## config.mk

```make
export PLATFORM = sky130hd
export DESIGN_NAME = fib_engine_scheduler
export DESIGN_NICKNAME = d
export VERILOG_FILES = /design/src/rtl/fib_sched_pkg.sv /design/src/rtl/fib_engine_scheduler_rr_arbiter.sv /design/src/rtl/fib_engine_scheduler.sv
export SDC_FILE = /design/constraint.sdc
export NUM_CORES = 1
export LEC_CHECK = 0
export ABC_AREA = 1
export CORE_MARGIN = 10
export CORE_UTILIZATION = 47
export CTS_BUF_LIST = sky130_fd_sc_hd__clkbuf_8
export DETAILED_ROUTE_END_ITERATION = 12
export PLACE_DENSITY = 0.91
export SLEW_MARGIN = 10
export SYNTH_ARGS = -nofsm -noshare
export SYNTH_HDL_FRONTEND = slang
export SYNTH_SLANG_ARGS = --single-unit
```

## constraint.sdc

```tcl
create_clock -name clk -period 4.8 [get_ports clk]
set_clock_uncertainty 0.1 [all_clocks]
set_input_delay 0.72 -clock clk [delete_from_list [all_inputs] [get_ports clk]]
set_output_delay 0.72 -clock clk [all_outputs]
set_load 0.02 [all_outputs]
```

## src/rtl/fib_sched_pkg.sv

```systemverilog
// Shared types and constants for the Fibonacci engine scheduler.
//   state_t       scheduler FSM states
//   FIB_MAX_N_32  largest n whose F(n) fits in 32 bits (F(0)=0, F(1)=1)
package fib_sched_pkg;

  typedef enum logic [1:0] {
    IDLE  = 2'd0,
    ISSUE = 2'd1,
    WAIT  = 2'd2,
    RESP  = 2'd3
  } state_t;

  localparam int unsigned FIB_MAX_N_32 = 47;

endpackage

```

## src/rtl/fib_engine_scheduler_rr_arbiter.sv

```systemverilog
// Combinational round-robin arbiter: the search starts at ptr and wraps,
// and the first asserted request wins.
//   req  in  N      request vector
//   ptr  in  PTR_W  index where the search starts
//   gnt  out N      one-hot grant (all zero when no request)
module rr_arbiter #(
  parameter int unsigned N     = 4,
  parameter int unsigned PTR_W = $clog2(N)
) (
  input  logic [N-1:0]     req,
  input  logic [PTR_W-1:0] ptr,
  output logic [N-1:0]     gnt
);

  logic             w_found;
  logic [PTR_W-1:0] w_idx;

  // Walk the requests starting at ptr; the first hit is granted.
  always_comb begin
    gnt     = '0;
    w_found = 1'b0;
    w_idx   = '0;
    for (int unsigned k = 0; k < N; k++) begin
      w_idx = PTR_W'((32'(ptr) + k) % N);
      if (!w_found && req[w_idx]) begin
        gnt[w_idx] = 1'b1;
        w_found    = 1'b1;
      end
    end
  end

endmodule

```

## src/rtl/fib_engine_scheduler.sv

```systemverilog
// Shares one Fibonacci engine between NUM_REQ requesters. Round-robin
// arbitration, one job at a time; results are returned on a valid/ready
// channel tagged with the requester id.
// Optional build macro: FIB_SCHED_RANGE_CHECK_EN (n > MAX_N answered with
// rsp_err=1 and rsp_data=0 without running the engine).
//   clk, reset              clock, synchronous active-high reset
//   req_valid/req_n/ready   per-requester request channel (ready = one-hot grant)
//   eng_start/eng_n         one-cycle start pulse and index to the engine
//   eng_done/eng_result     engine completion and F(n)
//   rsp_valid/ready/id/data/err  response channel
module fib_engine_scheduler
  import fib_sched_pkg::*;
#(
  parameter  int unsigned NUM_REQ = 4,
  parameter  int unsigned N_W     = 7,
  parameter  int unsigned DATA_W  = 32,
  parameter  int unsigned MAX_N   = FIB_MAX_N_32,
  localparam int unsigned ID_W    = $clog2(NUM_REQ)
) (
  input  logic                   clk,
  input  logic                   reset,
  input  logic [NUM_REQ-1:0]     req_valid,
  input  logic [NUM_REQ*N_W-1:0] req_n,
  output logic [NUM_REQ-1:0]     req_ready,
  output logic                   eng_start,
  output logic [N_W-1:0]         eng_n,
  input  logic                   eng_done,
  input  logic [DATA_W-1:0]      eng_result,
  output logic                   rsp_valid,
  input  logic                   rsp_ready,
  output logic [ID_W-1:0]        rsp_id,
  output logic [DATA_W-1:0]      rsp_data,
  output logic                   rsp_err
);

  state_t              r_state, w_state_nxt;
  logic [ID_W-1:0]     r_ptr, w_ptr_nxt;
  logic                r_eng_start, w_eng_start_nxt;
  logic [N_W-1:0]      r_eng_n, w_eng_n_nxt;
  logic                r_rsp_valid, w_rsp_valid_nxt;
  logic [ID_W-1:0]     r_rsp_id, w_rsp_id_nxt;
  logic [DATA_W-1:0]   r_rsp_data, w_rsp_data_nxt;
  logic                r_rsp_err, w_rsp_err_nxt;

  logic [NUM_REQ-1:0]  w_gnt;
  logic                w_grant_en;
  logic                w_accept;
  logic [ID_W-1:0]     w_win_id;
  logic [N_W-1:0]      w_win_n;
  logic                w_out_of_range;

  rr_arbiter #(
    .N     (NUM_REQ),
    .PTR_W (ID_W)
  ) u_arb (
    .req (req_valid),
    .ptr (r_ptr),
    .gnt (w_gnt)
  );

  // Grants are offered only in IDLE and never while reset is applied.
  assign w_grant_en = (r_state == IDLE) && !reset;
  assign req_ready  = w_grant_en ? w_gnt : '0;
  assign w_accept   = w_grant_en && (|w_gnt);

  // Encode the one-hot winner and pick its slice of req_n.
  always_comb begin
    w_win_id = '0;
    w_win_n  = '0;
    for (int unsigned i = 0; i < NUM_REQ; i++) begin
      if (w_gnt[i]) begin
        w_win_id = ID_W'(i);
        w_win_n  = req_n[i*N_W +: N_W];
      end
    end
  end

`ifdef FIB_SCHED_RANGE_CHECK_EN
  assign w_out_of_range = (32'(w_win_n) > MAX_N);
`else
  assign w_out_of_range = 1'b0;
  // MAX_N only matters when the range check is built in.
  if (MAX_N == 0) begin : g_max_n_unused
  end
`endif

  // Next-state and registered-output logic.
  always_comb begin
    w_state_nxt     = r_state;
    w_ptr_nxt       = r_ptr;
    w_eng_start_nxt = 1'b0;
    w_eng_n_nxt     = r_eng_n;
    w_rsp_valid_nxt = r_rsp_valid;
    w_rsp_id_nxt    = r_rsp_id;
    w_rsp_data_nxt  = r_rsp_data;
    w_rsp_err_nxt   = r_rsp_err;
    case (r_state)
      IDLE: begin
        if (w_accept) begin
          w_ptr_nxt    = (w_win_id == ID_W'(NUM_REQ - 1)) ? '0 : w_win_id + ID_W'(1);
          w_rsp_id_nxt = w_win_id;
          if (w_out_of_range) begin
            // Skip the engine and answer straight away with an error.
            w_state_nxt     = RESP;
            w_rsp_valid_nxt = 1'b1;
            w_rsp_data_nxt  = '0;
            w_rsp_err_nxt   = 1'b1;
          end else begin
            w_state_nxt     = ISSUE;
            w_eng_start_nxt = 1'b1;
            w_eng_n_nxt     = w_win_n;
            w_rsp_err_nxt   = 1'b0;
          end
        end
      end
      ISSUE: w_state_nxt = WAIT;
      WAIT: begin
        if (eng_done) begin
          w_state_nxt     = RESP;
          w_rsp_valid_nxt = 1'b1;
          w_rsp_data_nxt  = eng_result;
        end
      end
      RESP: begin
        if (rsp_ready) begin
          w_state_nxt     = IDLE;
          w_rsp_valid_nxt = 1'b0;
        end
      end
      default: w_state_nxt = IDLE;
    endcase
  end

  // State, pointer and output registers.
  always_ff @(posedge clk) begin
    if (reset) begin
      r_state     <= IDLE;
      r_ptr       <= '0;
      r_eng_start <= 1'b0;
      r_eng_n     <= '0;
      r_rsp_valid <= 1'b0;
      r_rsp_id    <= '0;
      r_rsp_data  <= '0;
      r_rsp_err   <= 1'b0;
    end else begin
      r_state     <= w_state_nxt;
      r_ptr       <= w_ptr_nxt;
      r_eng_start <= w_eng_start_nxt;
      r_eng_n     <= w_eng_n_nxt;
      r_rsp_valid <= w_rsp_valid_nxt;
      r_rsp_id    <= w_rsp_id_nxt;
      r_rsp_data  <= w_rsp_data_nxt;
      r_rsp_err   <= w_rsp_err_nxt;
    end
  end

  assign eng_start = r_eng_start;
  assign eng_n     = r_eng_n;
  assign rsp_valid = r_rsp_valid;
  assign rsp_id    = r_rsp_id;
  assign rsp_data  = r_rsp_data;
  assign rsp_err   = r_rsp_err;

endmodule
```

# Word level (Yosys, flattened, before mapping)
# Cells that the tools add are included.
# classes
addsub	4
magnitude_cmp	8
eq_ne	7
muxes	40
n_bitwise	4
reduce_logical	21
# op_table
cell	n
$mux W7	4
$mux W4	5
$mux W1	15
$lt A2 B3 Y1 const B	4
$mux W2	6
$or A4 B4 Y4	3
$logic_and A1 B1 Y1	9
$bmux W1 S2	4
$demux W1 S2	4
$ge A2 B1 Y1 const B	4
$pmux W2 S4	1
$eq A2 B2 Y1 const B	3
$ne A2 B2 Y1 const B	3
$reduce_and A3 Y1	2
$add A2 B1 Y2 const B	2
$add A2 B2 Y2 const B	2
$logic_not A1 Y1	4
$reduce_and A2 Y1	2
$reduce_or A4 Y1	1
$eq A2 B1 Y1 const B	1
$logic_not A2 Y1	1
$pmux W1 S2	1
$reduce_bool A2 Y1	1
$reduce_or A2 Y1	1
$not A1 Y1	1
# word_totals
reg_bits	47
input_bits	68
out_inout_bits	48
word_cells	91

# Longest topological paths before layout
# Gate-level depths: netlist of run 1.
# logic_depth
ltp_word	17
depth_mapped	19
mapped_depth_nobuf	18

# By module
# From an unflattened synthesis of run 1, not the netlist that was laid out.
# hier_totals
cells_unflattened	368
hier_area_um2	2446.1
# modules_own_cells
mod	n_inst	cells_each	area_each_um2	seq_area_each_um2
fib_engine_scheduler	1	295	2047.0	940.9
rr_arbiter	1	73	399.1	0.0

# Least setup slack after synthesis of run 1
# Ideal clock, no wire load.
# synth_timing
path_kind	register -> output
from	register r_ptr[1]
to	output req_ready[3]
arrival_ns	2.068
t_required_ns	3.980
path_slack_ns	1.912
path_stages_with_launch	12
n_path_buf	0
cell_sequence	dfxtp_1 > inv_2 > ha_1 > inv_1 > nand3_1 > nand2_1 > nand2_4 > nor2_4 > nand2_1 > nand3b_4 > inv_1 > nor2_1
# synth_via
elab_chain_cells	13
elab_cells_between_ends	48
cone_classes	3 x add/sub; 8 x order compare; 24 x mux; 3 x bitwise; 10 x reduce/logical
# synth_lines
item	line	rtl
from (decl)	fib_engine_scheduler.sv:37	logic [ID_W-1:0] r_ptr, w_ptr_nxt;
from (signal assigned)	fib_engine_scheduler.sv:147	r_ptr <= w_ptr_nxt;
branches (longest 11 deep; another with $lt A2 B3 Y1)	--	
$mux W4 (*)	fib_engine_scheduler_rr_arbiter.sv:25	if (!w_found && req[w_idx]) begin
$mux W4 (*)	fib_engine_scheduler.sv:63	assign req_ready = w_grant_en ? w_gnt : '0;
to (decl)	fib_engine_scheduler.sv:24	output logic [NUM_REQ-1:0] req_ready,
# Every way passes the cells marked *. The select of a mux whose other input is x is not followed.

# Worst setup path in the final report of run 1
# layout_timing
from	register r_ptr[0]
to	output req_ready[3]
# The elaborated chain is that of the path after synthesis.

==> results of run 1 <==
==> cell families after synthesis <==
kind of cell / Yosys count / share of synthesized area, %
flip-flops: 47 / 36.3
buffers and inverters: 48 / 7.92
adder cells (fa/ha/maj): 10 / 4.83
AND/OR/NAND/NOR: 222 / 40.1
other: 1 / 0.145
AO/OA/AOI/OAI: 51 / 10.7
==> final timing paths <==
path | endpoint | startpoint | slack [ns] | cells past startpoint
max | req_ready[3] | r_ptr[0]$_SDFFE_PP0P_ | 0.80 | 12
min | eng_n[2]$_SDFFE_PP0P_ | eng_n[2]$_SDFFE_PP0P_ | 0.38 | 2
max reg2reg | r_state[1]$_SDFFE_PP0P_ | r_ptr[0]$_SDFFE_PP0P_ | 2.03 | 15
min reg2reg | eng_n[2]$_SDFFE_PP0P_ | eng_n[2]$_SDFFE_PP0P_ | 0.38 | 2
==> worst register-to-register path: stages, from the launching register on <==
cell and delay, ns:
dfxtp_1 0.62, inv_4 0.13, ha_1 0.37, inv_1 0.09, nand3_1 0.08, nand2_1 0.10, nand2_4 0.12, nor2_4 0.05
nand2_1 0.10, nand3_2 0.17, nor2_4 0.19, nand2_4 0.08, nand2_4 0.15, nand2_1 0.13, a21oi_1 0.14, nor2_1 0.05
==> flip-flops by register name, indices dropped and copies added, names as in the netlist <==
name	flops
eng_n	7
eng_start	1
r_ptr	2
r_state	2
rsp_data	32
rsp_id	2
rsp_valid	1
==> power by group through the flow <==
stage	sequential, uW	clock [uW]	combinational, uW
4_1_cts	543	285	1220
6_report	544	278	1210
5_1_grt	554	300	1350
2_1_floorplan	629	0	769
3_3_place_gp	543	0	1180
3_5_place_dp	550	0	1220
==> through the flow <==
step	hold WS (ns)	util (%)	setup WS (ns)
after floorplan	0.380	-	1.91
after global placement	0.358	71.7	1.03
after detailed placement	0.370	71.7	0.975
after CTS	0.382	73.7	0.786
after global routing	0.399	73.7	0.516
final	0.380	73.7	0.798
==> cell usage after synthesis (all sizes together) <==
cell type,n
dfxtp,47
nor2,98
nand3,39
nand2,84
o22ai,1
nand3b,1
o21ai,37
buf,6
o21a,1
conb,1
inv,34
clkbuf,8
ha,10
a21oi,12
==> layout make-up <==
| cell class | count | area (sq um) | area share, % |
|---|---|---|---|
| Clock inverter | 2 | 37.5 | 0.972 |
| Tap cell | 70 | 87.6 | 2.27 |
| Sequential cell | 47 | 941 | 24.4 |
| Inverter | 34 | 130 | 3.37 |
| Clock buffer | 5 | 68.8 | 1.78 |
| Timing Repair Buffer | 115 | 1150 | 29.8 |
| Multi-Input combinational cell | 284 | 1450 | 37.5 |
==> cell usage in the layout (no fill, tap or decap), drive strengths merged <==
master | synthesis | layout
a21oi | 12 | 12
buf | 6 | 1
bufinv | 0 | 1
clkbuf | 8 | 5
clkdlybuf4s50 | 0 | 114
clkinvlp | 0 | 1
conb | 1 | 1
dfxtp | 47 | 47
ha | 10 | 10
inv | 34 | 34
nand2 | 84 | 84
nand3 | 39 | 39
nand3b | 1 | 1
nor2 | 98 | 98
o21a | 1 | 1
o21ai | 37 | 37
o22ai | 1 | 1
==> layer usage <==
layer  GRT usage [%]  wire, um
met1            18.4      2980
met2            32.3      4400
met3            4.16       463
met4            5.19       129
met5               0         0
==> metrics.md, run 1 <==
| Metric | Value |
|---|---|
| Total routed wirelength | 7.97 mm |
| Maximum buffer depth of the clock tree | 2 |
| Total Power Consumption | 2030 uW |
| Routed len/inst | 14.3 um |
| Top achievable clock speed | 250 MHz |
| Antenna diode count | 0 |
| #FFs+latches synth | 47 |
| Post-route standard cell area excluding fillers | 3860 sq um |
| Part of the total power dissipated in the clock network | 13.7% |
| Unique cell type count in the Yosys netlist | 28 |
| Number of design rule violations left after detail routing | 0 |
| Number of buffers inserted during clock tree synthesis | 5 |
| Core box area | 5240 sq um |
| Startpoint types | flip-flop |
| Sw frac | 45.2% |
| Capturing element type of the critical path | output pin |
| Number of sinks handled by clock tree synthesis | 47 |
| Global-route wire length before repair | 12.4 mm |
| Top cell family by delay on the critical path | buffers and inverters |
| Max incr delay on CP | 0.63 ns |
| Input/output buffers | 114 |
| Starting density of the core | 49.5% |
| FILL cells | 401 |
| Largest area contributor in the netlist | dfxtp_1 |
| Share of final-layout standard cells stronger than drive strength 1 | 7.39% |
| Initial drt markers | 109 |
| LEAKAGE | 0.00166 uW |
| Period utilization | 83.4% |
| Placer Congestion | 0.901 |
| Power per unit of standard cell area | 527 nW/um^2 |
| Total cell area at the placement stage | 3750 sq um |
| Setup Crit Path Kind | flip-flop to output pin |
| Remaining max-slew budget at the tightest pin | 33.5% |
| Mapped Avg Cell Area | 6.84 sq um |
| Fin. Hold Viols | 0 |
| Antenna violation net count after detailed routing | 0 |
| Buffer count from post-CTS setup fixing | 0 |
| Final setup violating endpoints | 0 |
| # placed instances | 550 |
| I/O pins | 116 |
| Hold Path Class | flip-flop to flip-flop |
| Die footprint | 8890 sq um |
| Number of vias in the routed layout | 2743 |
| Result of the run | complete, no violations |
| Detailed placement HPWL | 6.45 mm |
| Internal power of the cells | 1110 uW |
| Number of warning messages in the yosys log | 0 |
| Placement Rows | 26 |
| Synth Cell Area | 2590 sq um |
| Net switching power figure | 919 uW |
| TritonCTS clock tree | done |
| Share of power burned in combinational logic | 59.5% |
| Number of resized instances in the post-cts repair step | 0 |
| Synthesized netlist net count | 457 |
| Unrepaired setup endpoints after global routing | no |
| Final total negative setup slack | 0 ns |
| Proportion of synthesized chip area in sequential cells | 36.3% |
| Yosys top cell area share | 36.3% |
| CP bufs+invs | 4 |
| Antenna violations before repair | 0 |
| Synthesized instance count | 379 |
| Number of iterations in the first detailed-routing pass | 4 |
| Max Fanout on Critical Path | 11 |
| Clock transition at the register clock pins on the worst setup and hold paths after CTS | 0.08 ns |
| Critical Path, Cell by Cell | inv_4 > ha_1 > inv_1 > nand3_1 > nand2_1 > nand2_4 > nor2_4 > nand2_1 > nand3b_4 > inv_1 > nor2_1 > clkdlybuf4s50_1 |
| Required time of the critical path | 3.98 ns |
| Post-layout minimum cycle time | 4.00 ns |
| GRT overflow | 0 |
| Clock latency at the later pin of the worst-skew pair | 0.30 ns |
| Endpoint arrival time on the critical path | 3.18 ns |
| Slowest cell on the critical path | clkdlybuf4s50_1 |
| Largest cells by area after synthesis | dfxtp_1 36%, nor2_1 13%, nand2_1 11% |
| Hold-fix buffers, CTS | 0 |
| Post-route non-filler standard cell count | 557 |
| Height of the chip | 94.3 um |
| Maximum vdd ir drop | 0.000385 V |
| Pin count of the biggest net entering global routing | 40 |
| Global-route usage over all layers | 17.3% |
| Area growth from synthesis to final layout | 48.9% |
| Net total in the final layout | 565 |
| Sequential group share of total power | 26.8% |
| Post-DR vias/cell | 4.92 |
| Slew at the pin closest to its max-slew limit | 0.996 ns |
| Final max-slew violation count | 0 |
| Number of H-tree branching levels | 2 |
| Number of global-route vias before repair | 2617 |
| Die extent in x | 94.3 um |
| CTS root buffer | clkbuf_8 |
| Max-cap violation count | 0 |
Note: power is estimated with default switching activity, not from simulation.
==> run 2: changes to the inputs <==
- CORE_UTILIZATION: 47 -> 43
- PLACE_DENSITY: 0.91 -> 0.84
- clock period: 4.8 -> 4.1 ns (I/O delays scaled with it)
==> run 2 against run 1 <==
Compared with the run above: first-iteration DRC count increased by 10%; hold slack better by 0.0015 ns; sequential cell count did not move; setup slack got worse by 0.29 ns; critical path depth fell by 1; non-clock buffer count grew 3; clock power up 3%; critical path type is now input port to output pin; largest power group unchanged.
==> metrics.md, run 2 (same netlist as run 1, synthesis figures left out) <==
| Metric | Value |
|---|---|
| Result of the run | complete, no violations |
| Final Util | 65.9% |
| Max incr delay on CP | 0.62 ns |
| Number of H-tree branching levels | 2 |
| Final max-slew violation count | 0 |
| CTS root buffer | clkbuf_8 |
| Global-route usage over all layers | 16.2% |
| Required time of the critical path | 3.38 ns |
| Clock transition at the register clock pins on the worst setup and hold paths after CTS | 0.08 ns |
| Fin. Hold Viols | 0 |
| Unrepaired setup endpoints after global routing | no |
| Number of global-route vias before repair | 2625 |
| Die footprint | 9530 sq um |
| Routed len/inst | 14.3 um |
| Count of cells along the worst register-to-register path | 15 |
| Internal power of the cells | 1270 uW |
| Internal reg-to-reg setup slack | 1.59 ns |
| FF-to-FF End | r_state[0]$_SDFFE_PP0P_ |
| LEAKAGE | 0.00168 uW |
| TritonCTS clock tree | done |
| Slowest cell on the critical path | clkdlybuf4s50_1 |
| Height of the chip | 97.6 um |
| Post-DR vias/cell | 4.86 |
| Number of sinks handled by clock tree synthesis | 47 |
| Die extent in x | 97.6 um |
| Pin count of the biggest net entering global routing | 40 |
| CP Launch Point | req_valid[1] |
| Most numerous cell on the critical path | nand2_1 |
| Antenna violation net count after detailed routing | 0 |
| Post-layout minimum cycle time | 3.59 ns |
| Global-route wire length before repair | 13.1 mm |
| Maximum vdd ir drop | 0.000309 V |
| I/O pins | 116 |
| Max-cap violation count | 0 |
| Final setup violating endpoints | 0 |
| Capturing element type of the critical path | output pin |
| Number of buffers inserted during clock tree synthesis | 5 |
| Period utilization | 87.7% |
| Number of vias in the routed layout | 2750 |
| Most used cells in the layout excluding fill and tap cells | 114 x clkdlybuf4s50_1, 89 x nor2_1, 77 x nand2_1, 47 x dfxtp_1, 37 x o21ai_0 |
| Hold-fix buffers, CTS | 0 |
| Antenna violations before repair | 0 |
| Top achievable clock speed | 278 MHz |
| FILL cells | 524 |
| Starting density of the core | 44.0% |
| Final total negative setup slack | 0 ns |
| Net switching power figure | 1100 uW |
| Placement Rows | 28 |
| Placer Congestion | 0.934 |
| Remaining max-slew budget at the tightest pin | 34.5% |
| Core box area | 5890 sq um |
| Number of iterations in the first detailed-routing pass | 4 |
| Slew at the pin closest to its max-slew limit | 0.982 ns |
| Hold Path Class | flip-flop to flip-flop |
| Input/output buffers | 114 |
| Share of power burned in combinational logic | 61.9% |
| Share of final-layout standard cells stronger than drive strength 1 | 7.94% |
| Critical register-to-register path startpoint | r_ptr[0]$_SDFFE_PP0P_ |
| # placed instances | 558 |
| Detailed placement HPWL | 6.57 mm |
| Sequential group share of total power | 26.1% |
| Sw frac | 46.3% |
| Antenna diode count | 0 |
| Net total in the final layout | 568 |
| Most common library cell in the layout ignoring fill and taps | clkdlybuf4s50_1 |
| Number of resized instances in the post-cts repair step | 0 |
| GRT overflow | 0 |
| Initial drt markers | 120 |
| Total routed wirelength | 8.09 mm |
| Max Fanout on Critical Path | 10 |
| Area growth from synthesis to final layout | 49.6% |
| Buffer count from post-CTS setup fixing | 0 |
| Endpoint arrival time on the critical path | 2.88 ns |
| Setup Crit Path Kind | input port to output pin |
| Clock latency at the later pin of the worst-skew pair | 0.29 ns |
| Number of flip-flops in the largest register | 32 |
| Power per unit of standard cell area | 611 nW/um^2 |
| Capture point of the worst path | req_ready[3] |
| Part of the total power dissipated in the clock network | 12.0% |
| Number of design rule violations left after detail routing | 0 |
| Critical Path, Cell by Cell | clkdlybuf4s50_1 > nand2_1 > nand3_1 > nand2_1 > nand2_1 > nor2_4 > nand2_1 > nand3b_4 > inv_1 > nor2_1 > clkdlybuf4s50_1 |
| Hold path depth | 2 |
| Startpoint types | input port |
| Maximum buffer depth of the clock tree | 2 |
| Post-route non-filler standard cell count | 566 |
-- run 2: power groups by stage --
stage / combinational [uW] / clock [uW] / sequential [uW]
after floorplan: 901 / 0 / 737
after global placement: 1430 / 0 / 623
after detailed placement: 1460 / 0 / 627
after CTS: 1470 / 294 / 618
after global routing: 1620 / 315 / 631
final: 1470 / 285 / 617
-- run 2: worst min path at each step --
stage	from	slack (ns)	end
global placement	rsp_data[9]$_SDFFE_PP0P_	0.36	rsp_data[9]$_SDFFE_PP0P_
floorplan	r_state[0]$_SDFFE_PP0P_	0.38	r_state[0]$_SDFFE_PP0P_
CTS	eng_n[3]$_SDFFE_PP0P_	0.38	eng_n[3]$_SDFFE_PP0P_
detailed placement	eng_n[3]$_SDFFE_PP0P_	0.36	eng_n[3]$_SDFFE_PP0P_
finish	eng_n[0]$_SDFFE_PP0P_	0.38	eng_n[0]$_SDFFE_PP0P_
global route	eng_n[0]$_SDFFE_PP0P_	0.39	eng_n[0]$_SDFFE_PP0P_
-- run 2: final cells by class --
| type | count | area [sq um] | area share [%] |
|---|---|---|---|
| Tap cell | 75 | 93.8 | 2.42 |
| Timing Repair Buffer | 118 | 1170 | 30.2 |
| Inverter | 34 | 130 | 3.36 |
| Clock inverter | 2 | 12.5 | 0.323 |
| Sequential cell | 47 | 941 | 24.3 |
| Multi-Input combinational cell | 284 | 1450 | 37.3 |
| Clock buffer | 6 | 82.6 | 2.13 |
-- run 2: metal layers --
| metal | routed length, um | global-route usage, % |
|---|---|---|
| met3 | 353 | 3.20 |
| met4 | 199 | 6.04 |
| met5 | 0 | 0 |
| met2 | 4110 | 29.1 |
| met1 | 3420 | 18.3 |
-- run 2: worst max-delay path: cells and delay by family --
kind	cells	cell delay, ns
buf+inv	3	1.24
simple gates	8	1.02
-- run 2: stage by stage --
| step | total power (uW) | cell area, sq um | setup WS [ns] | hold slack [ns] |
|---|---|---|---|---|
| global route | 2570 | 3880 | 0.316 | 0.392 |
| CTS | 2380 | 3880 | 0.492 | 0.382 |
| detailed placement | 2090 | 3780 | 0.497 | 0.361 |
| finish | 2370 | 3880 | 0.505 | 0.382 |
| global placement | 2050 | 3780 | 0.563 | 0.361 |
| floorplan | 1640 | 2590 | 1.32 | 0.380 |
==> run 3: changes to the inputs <==
- CORE_UTILIZATION: 43 -> 39
- PLACE_DENSITY: 0.84 -> 0.81
- clock period: 4.1 -> 3.1 ns (I/O delays scaled with it)
==> run 3 against run 2 <==
Compared with the run above: first-iteration DRC count shrank 10%; sequential share of layout area shrank 0.40 points; utilization shrank 4.1 points; via count grew 0.65%; setup slack lost 0.33 ns; critical path depth grew 1; critical path type is now flip-flop to output pin; critical endpoint unchanged; largest cell class unchanged.
==> metrics.md, run 3 (same netlist as run 1, synthesis figures left out) <==
| Metric | Value |
|---|---|
| Maximum vdd ir drop | 0.000446 V |
| Top achievable clock speed | 341 MHz |
| Starting density of the core | 40.6% |
| Hold Slack | 0.375 ns |
| Total routed wirelength | 8.07 mm |
| Number of design rule violations left after detail routing | 0 |
| Core box area | 6390 sq um |
| Antenna violation net count after detailed routing | 0 |
| Height of the chip | 102 um |
| Detailed placement HPWL | 6.64 mm |
| Clock transition at the register clock pins on the worst setup and hold paths after CTS | 0.07 ns |
| Result of the run | complete, no violations |
| Most common library cell in the layout ignoring fill and taps | clkdlybuf4s50_1 |
| Top cell family by delay on the critical path | simple AND/OR/NAND/NOR gates |
| Endpoint arrival time on the critical path | 2.36 ns |
| Routed len/inst | 14.0 um |
| Net total in the final layout | 576 |
| Post-DR vias/cell | 4.81 |
| Hold Path Class | flip-flop to flip-flop |
| Antenna violations before repair | 0 |
| Startpoint types | flip-flop |
| Number of sinks handled by clock tree synthesis | 47 |
| Critical Path, Cell by Cell | inv_4 > ha_1 > inv_1 > nand3_1 > nand2_1 > nand2_4 > nor2_4 > nand2_1 > nand3b_4 > inv_1 > nor2_1 > dlygate4sd2_1 |
| Max-cap violation count | 0 |
| Clock latency at the later pin of the worst-skew pair | 0.29 ns |
| # placed instances | 568 |
| Number of vias in the routed layout | 2768 |
| Unrepaired setup endpoints after global routing | no |
| Antenna diode count | 0 |
| Number of flip-flops in the largest register | 32 |
| Final total negative setup slack | 0 ns |
| Number of buffers inserted during clock tree synthesis | 5 |
| CTS root buffer | clkbuf_8 |
| Share of final-layout standard cells stronger than drive strength 1 | 9.24% |
| Number of global-route vias before repair | 2681 |
| Most used cells in the layout excluding fill and tap cells | 110 x clkdlybuf4s50_1, 89 x nor2_1, 77 x nand2_1, 47 x dfxtp_1, 37 x o21ai_0 |
| GRT overflow | 0 |
| Max Fanout on Critical Path | 9 |
| Placer Congestion | 0.880 |
| Placement Rows | 29 |
| Post-layout minimum cycle time | 2.93 ns |
| Required time of the critical path | 2.53 ns |
| Die footprint | 10300 sq um |
| Final setup violating endpoints | 0 |
| Power per unit of standard cell area | 820 nW/um^2 |
| Global-route usage over all layers | 14.8% |
| Number of iterations in the first detailed-routing pass | 4 |
| Post-route standard cell area excluding fillers | 3940 sq um |
| Post-route non-filler standard cell count | 575 |
| Number of H-tree branching levels | 2 |
| Global-route wire length before repair | 12.7 mm |
| Input/output buffers | 114 |
| Die extent in x | 102 um |
| Total cell area at the placement stage | 3840 sq um |
| Initial drt markers | 108 |
| I/O pins | 116 |
| Pin count of the biggest net entering global routing | 40 |
| Final max-slew violation count | 0 |
| CP bufs+invs | 4 |
| Period utilization | 94.5% |
| Fin. Hold Viols | 0 |
| Final Util | 61.7% |
| Slowest cell on the critical path | dlygate4sd2_1 |
| Maximum buffer depth of the clock tree | 2 |
| Max incr delay on CP | 0.39 ns |
| Area growth from synthesis to final layout | 52.1% |
| TritonCTS clock tree | done |
| Capturing element type of the critical path | output pin |
| Setup Crit Path Kind | flip-flop to output pin |
| LEAKAGE | 0.00174 uW |
| Buffer count from post-CTS setup fixing | 0 |
==> run 3: cell types whose count changed in the layout (fill, tap and decap cells not counted), sizes merged <==
| cell | before | now |
|---|---|---|
| clkinv | 1 | 0 |
| bufinv | 0 | 1 |
| clkdlybuf4s50 | 114 | 110 |
| clkbuf | 6 | 5 |
| buf | 4 | 12 |
| dlygate4sd2 | 0 | 4 |
==> run 3: layer usage <==
layer | track usage [%] | wire (um) | share of wire (%) | vias up
met5 | 0 | 0 | 0 | -
met4 | 4.93 | 151 | 1.9 | 0
met3 | 3.61 | 520 | 6.4 | 10
met2 | 27.1 | 4220 | 52 | 85
met1 | 16.3 | 3170 | 39 | 1246
li1 | - | - | - | 1427
==> run 3: worst paths after layout <==
kind / from / endpoint / slack (ns) / cells after the start
worst min-delay path: rsp_valid$_SDFFE_PP0P_ / rsp_valid$_SDFFE_PP0P_ / 0.38 / 2
worst min register to register: rsp_valid$_SDFFE_PP0P_ / rsp_valid$_SDFFE_PP0P_ / 0.38 / 2
worst max register to register: r_ptr[0]$_SDFFE_PP0P_ / r_state[0]$_SDFFE_PP0P_ / 0.54 / 17
worst max-delay path: r_ptr[0]$_SDFFE_PP0P_ / req_ready[3] / 0.17 / 12
==> run 3: final cells by class <==
cell class,instances,area [sq um]
fillers,582,2440
clock buffers,5,68.8
flip-flops and latches,47,941
repair buffers,126,1230
multi-input cells,284,1450
inverters,34,130
well taps,77,96.3
clock inverters,2,33.8
==> run 3: timing repair <==
item,in CTS,in global routing
hold buffers,0,0
endpoints found under the setup margin,4,0
resized for setup,4,0
==> run 3: stage by stage <==
stage | setup slack, ns | total power, uW
after floorplan | 0.467 | 2170
after global placement | 0.0639 | 2770
after detailed placement | -0.0134 | 2830
after CTS | 0.155 | 3250
after global routing | 0.000932 | 3500
final | 0.171 | 3230
==> run 3: worst register-to-register path, cell delays in order (launching register included) <==
cell	delay [ns]
dfxtp_1	0.38
inv_4	0.08
ha_1	0.34
inv_1	0.11
nand3_1	0.08
nand2_1	0.14
nand2_4	0.09
nor2_4	0.14
nand2_1	0.11
nand3b_4	0.10
buf_4	0.20
nor2_8	0.06
nand2_4	0.07
nand2_4	0.11
nand2_1	0.15
nand3_1	0.09
nand2_1	0.07
nor2_1	0.04
==> run 3: where the power goes <==
part | switching (uW) | total (uW) | internal [uW]
logic | 1190 | 2000 | 803
registers | 71.9 | 814 | 742
clock network | 189 | 422 | 233
total | 1450 | 3230 | 1780
==> edit 1: new RTL, config.mk and constraints of run 2 <==
`r_rsp_data` no longer has a reset.
--- a/src/rtl/fib_engine_scheduler.sv
+++ b/src/rtl/fib_engine_scheduler.sv
@@ -140,7 +140,6 @@
       r_eng_n     <= '0;
       r_rsp_valid <= 1'b0;
       r_rsp_id    <= '0;
-      r_rsp_data  <= '0;
       r_rsp_err   <= 1'b0;
     end else begin
       r_state     <= w_state_nxt;
@@ -149,9 +148,12 @@
       r_eng_n     <= w_eng_n_nxt;
       r_rsp_valid <= w_rsp_valid_nxt;
       r_rsp_id    <= w_rsp_id_nxt;
-      r_rsp_data  <= w_rsp_data_nxt;
       r_rsp_err   <= w_rsp_err_nxt;
     end
+  end
+
+  always_ff @(posedge clk) begin
+    r_rsp_data <= w_rsp_data_nxt;
   end
 
   assign eng_start = r_eng_start;
Formal check against the unedited RTL: differs if reset is asserted again (counterexample within 4 cycles, from zero or initial values and one cycle with reset high); with reset held inactive, the same outputs for 4 cycles.
==> edit 1 against run 2 <==
- via count decreased by 22%
- largest cell class is now sequential cells
- power decreased by 5.5%
- synthesized area decreased by 7.4%
- critical path type is now reg2out
- fmax decreased by 4.4%
- die area decreased by 5.9%
- design area decreased by 4.3%
- clock power increased by 16%
- sequential cell count unchanged
- setup slack got worse by 170 ps
- routed wire length decreased by 7.6%
==> edit 1: results (changes against run 2) <==
* Status: finished, final reports clean (unchanged)
* Non-clock buffer share at 0.314 (was 0.302)
* Plain + repair buffers at 117 (was 118)
* Cell variety after synth at 29 (was 28)
* Vias in the first global route at 2099 (was 2625)
* Met2 routed WL at 3430 um (was 4110 um)
* Average size of a mapped cell at 9.76 sq um (was 6.84 sq um)
* Comb_multi_in at 166 (was 284)
* Reg-to-reg startpoint: r_ptr[1] (was r_ptr[0])
* Logic inverters at 28 (was 34)
* Detail Route met3 WL at 726 um (was 353 um)
* CP peak stage delay at 650 ps (was 620 ps)
* Worst VDD drop at 0.300 mV (was 0.309 mV)
* M1 WL at 3200 um (was 3420 um)
* Max FO, Critical Path at 9 (was 10)
* Seq/Total Area, Yosys at 0.526 (was 0.363)
* DR iter-0 viols at 86 (was 120)
* Largest net degree at the start of global routing at 34 (was 40)
* Drt total wl at 7470 um (was 8090 um)
* Sequential share of cell area at 0.340 (was 0.243)
* Routability congestion estimate at 0.987 (was 0.934)
* DP Area at 0.00360 sq mm (was 0.00378 sq mm)
* Reg2Reg Setup Slack at 1350 ps (was 1590 ps)
* Number of flops mapped to enable cells by yosys at 32 (was 0)
* Via/cell ratio at 4.87 (was 4.86)
* Switching Power at 0.961 mW (was 1.10 mW)
* Slew @ Worst Pin at 1160 ps (was 982 ps)
* Syn nets at 324 (was 457)
* Fillers at 441 (was 524)
* Static leakage at 1.50 nW (was 1.68 nW)
* Synth area leaders: edfxtp_1 40%, dfxtp_1 13%, nand2_1 8.1%, nand3_1 7.9%, ha_1 5.2% (was dfxtp_1 36%, nor2_1 13%, nand2_1 11%, o21ai_0 7.1%, nand3_1 6.6%)
* Critical Path Start: r_ptr[1] (was req_valid[1])
* Clock buf/inv share at 0.0303 (was 0.0245)
* Total Routing Usage GR at 0.159 (was 0.162)
* Top cells by count, synth: 52 x nand2_1, 38 x nand3_1, 32 x edfxtp_1 (was 89 x nor2_1, 77 x nand2_1, 47 x dfxtp_1)
* Area of the multi-input gates at 973 sq um (was 0.00145 sq mm)
* Met3 usage at 0.0539 (was 0.0320)
* Non-filler cells, final at 438 (was 566)
* Share of post-route cells with drive strength above 1 at 0.120 (was 0.0794)
* DP Cell Count at 430 (was 558)
* Combinational power at 1.25 mW (was 1.47 mW)
* Global Route met1 Usage at 0.180 (was 0.183)
* Hpwl dp at 6240 um (was 6570 um)
* P_clk at 0.331 mW (was 0.285 mW)
==> edit 1: cell types whose count changed after synthesis, moves of 4 or more <==
cell      before  now
a21oi_2        2    6
clkbuf_1       8    0
dfxtp_1       47   15
edfxtp_1       0   32
inv_1         31   22
nand2_1       77   52
nand3_1       34   38
nor2_1        89   16
o21ai_0       37    2
==> edit 1: worst min-delay path by stage <==
stage,from,to,slack (ps),depth (start not counted)
after CTS,rsp_id[1],rsp_id[1],370,2
after floorplan,r_state[0],r_state[0],380,2
after global placement,eng_n[3],eng_n[3],350,2
after global routing,rsp_id[1],rsp_id[1],390,2
after detailed placement,rsp_id[1],rsp_id[1],360,2
final,rsp_id[1],rsp_id[1],370,2
==> edit 1: metrics by stage <==
| step | utilization | setup slack (ps) |
|---|---|---|
| floorplan | - | 1420 |
| global placement | 0.658 | 601 |
| detailed placement | 0.658 | 518 |
| CTS | 0.678 | 331 |
| global route | 0.678 | 107 |
| finish | 0.678 | 339 |
==> edit 2: new RTL, settings of run 2 <==
Made on the original files. Set the parameter `N_W` to 5 (it was 7).
--- a/src/rtl/fib_engine_scheduler.sv
+++ b/src/rtl/fib_engine_scheduler.sv
@@ -12,7 +12,7 @@
   import fib_sched_pkg::*;
 #(
   parameter  int unsigned NUM_REQ = 4,
-  parameter  int unsigned N_W     = 7,
+  parameter  int unsigned N_W     = 5,
   parameter  int unsigned DATA_W  = 32,
   parameter  int unsigned MAX_N   = FIB_MAX_N_32,
   localparam int unsigned ID_W    = $clog2(NUM_REQ)
Ports: changed (resized eng_n and req_n); port bits go from 116 to 106. The function was not compared with the original's and may differ.
==> edit 2 against run 2 <==
- design area shrank 10%
- setup slack lost 230 ps
- synthesized area shrank 12%
- register-to-register slack lost 300 ps
- sequential cell count shrank 2
- power shrank 4.7%
- largest power group unchanged
- routed wire length shrank 12%
- highest routed layer unchanged
- worst hold slack lost 13 ps
- critical endpoint unchanged
==> edit 2: results (changes against run 2) <==
* Clk slew on worst S/H paths at 80 ps (about the same)
* Ys flop type: dfxtp_1 (unchanged)
* Non-filler cells, final at 499 (was 566)
* Drt total wl at 7140 um (was 8090 um)
* TritonCTS Buffers at 5 (unchanged)
* Clk buf depth at 2 (unchanged)
* DP Area at 0.00337 sq mm (was 0.00378 sq mm)
* Sequential power share at 0.268 (was 0.261)
* Seq/Total Area, Yosys at 0.395 (was 0.363)
* DP Cell Count at 491 (was 558)
* Post-CTS Setup Inserts at 0 (unchanged)
* Yosys warns at 0 (unchanged)
* Synth area leaders: dfxtp_1 40%, nor2_1 13%, nand3_1 8.1%, o21ai_0 7.7%, nand2_1 7.6% (was dfxtp_1 36%, nor2_1 13%, nand2_1 11%, o21ai_0 7.1%, nand3_1 6.6%)
* CP peak stage delay at 630 ps
* Share of post-route cells with drive strength above 1 at 0.0723 (was 0.0794)
* IO buf count at 104 (was 114)
* Int Pwr at 1.25 mW (was 1.27 mW)
* Total power at 2.26 mW (was 2.37 mW)
* Post-synthesis mux area share at 0 (unchanged)
* First-pass iteration count of the detailed router at 4 (unchanged)
* Slew headroom at 0.642 (was 0.345)
* Vias at 2383 (was 2750)
* Cell variety after synth at 25 (was 28)
* Synth Instances at 327 (was 379)
* Static leakage at 1.46 nW (was 1.68 nW)
* Max reg flops at 32 (unchanged)
* Gr ovfl total at 0 (unchanged)
* Hold WC Path Type: reg2reg (unchanged)
* Hpwl dp at 5710 um (was 6570 um)
* Pre-CTS setup slack at 545 ps (was 497 ps)
* Cell family with most CP delay: buffers and inverters (unchanged)
* Antenna violations before repair at 0 (unchanged)
* First-pass GRT wire length at 11500 um (was 13100 um)
* Clock root buffer: clkbuf_8 (unchanged)
* XOR/XNOR Fraction of Synth Area at 0 (unchanged)
* Async SR Flop Fraction at 0 (unchanged)
* Hold Path Stages at 2 (unchanged)
* Routability congestion estimate at 0.928 (was 0.934)
* Diode count at 0 (unchanged)
* Commonest non-fill, non-tap cell in the layout: clkdlybuf4s50_1 (unchanged)
* Syn nets at 397 (was 457)
* H-tree depth at 2 (unchanged)
* Largest net degree at the start of global routing at 38 (was 40)
* Synth Area in Compound Gates at 0.117 (was 0.107)
* Status: finished, final reports clean (unchanged)
* Total Routing Usage GR at 0.162 (about the same)
* Adder-Cell Fraction of Synth Area at 0.0549 (was 0.0483)
* Worst skew pair latency at 290 ps (about the same)
* DR iter-0 viols at 121 (was 120)
* Slowest stage cell, crit path: clkdlybuf4s50_1 (unchanged)
* Combinational power at 1.31 mW (was 1.47 mW)
* Crit path DAT at 3110 ps (was 2880 ps)
* Worst VDD drop at 0.364 mV (was 0.309 mV)
* Top cells by count, synth: 79 x nor2_1, 46 x nand2_1, 45 x dfxtp_1 (was 89 x nor2_1, 77 x nand2_1, 47 x dfxtp_1)
edit 2: changes by cell type after synthesis, sizes merged, moves of 2 or more:
cell          run 2  this run
nand2            84        52
nor2             98        83
inv              34        26
nand3            39        43
a21oi            12        15
buf               6         4
dfxtp            47        45
o21ai            37        35
edit 2: per-layer routing:
metal	routed length, um	GRT usage
met1	2830	0.169
met2	3830	0.304
met3	385	0.0460
met4	91	0.0527
met5	0	0
edit 2: cell type report:
cell class	instances	area, sq um
Clock inverter	2	33.8
Multi-Input combinational cell	242	1220
Timing Repair Buffer	107	1060
Fill cell	469	1650
Inverter	27	101
Sequential cell	45	901
Clock buffer	6	82.6
Tap cell	70	87.6
edit 2: worst paths after layout:
check / startpoint / endpoint / slack, ps
worst max-delay path: r_ptr[0] / req_ready[3] / 270
worst min-delay path: eng_n[2] / eng_n[2] / 370
worst max register to register: r_ptr[0] / r_state[0] / 1290
worst min register to register: eng_n[2] / eng_n[2] / 370
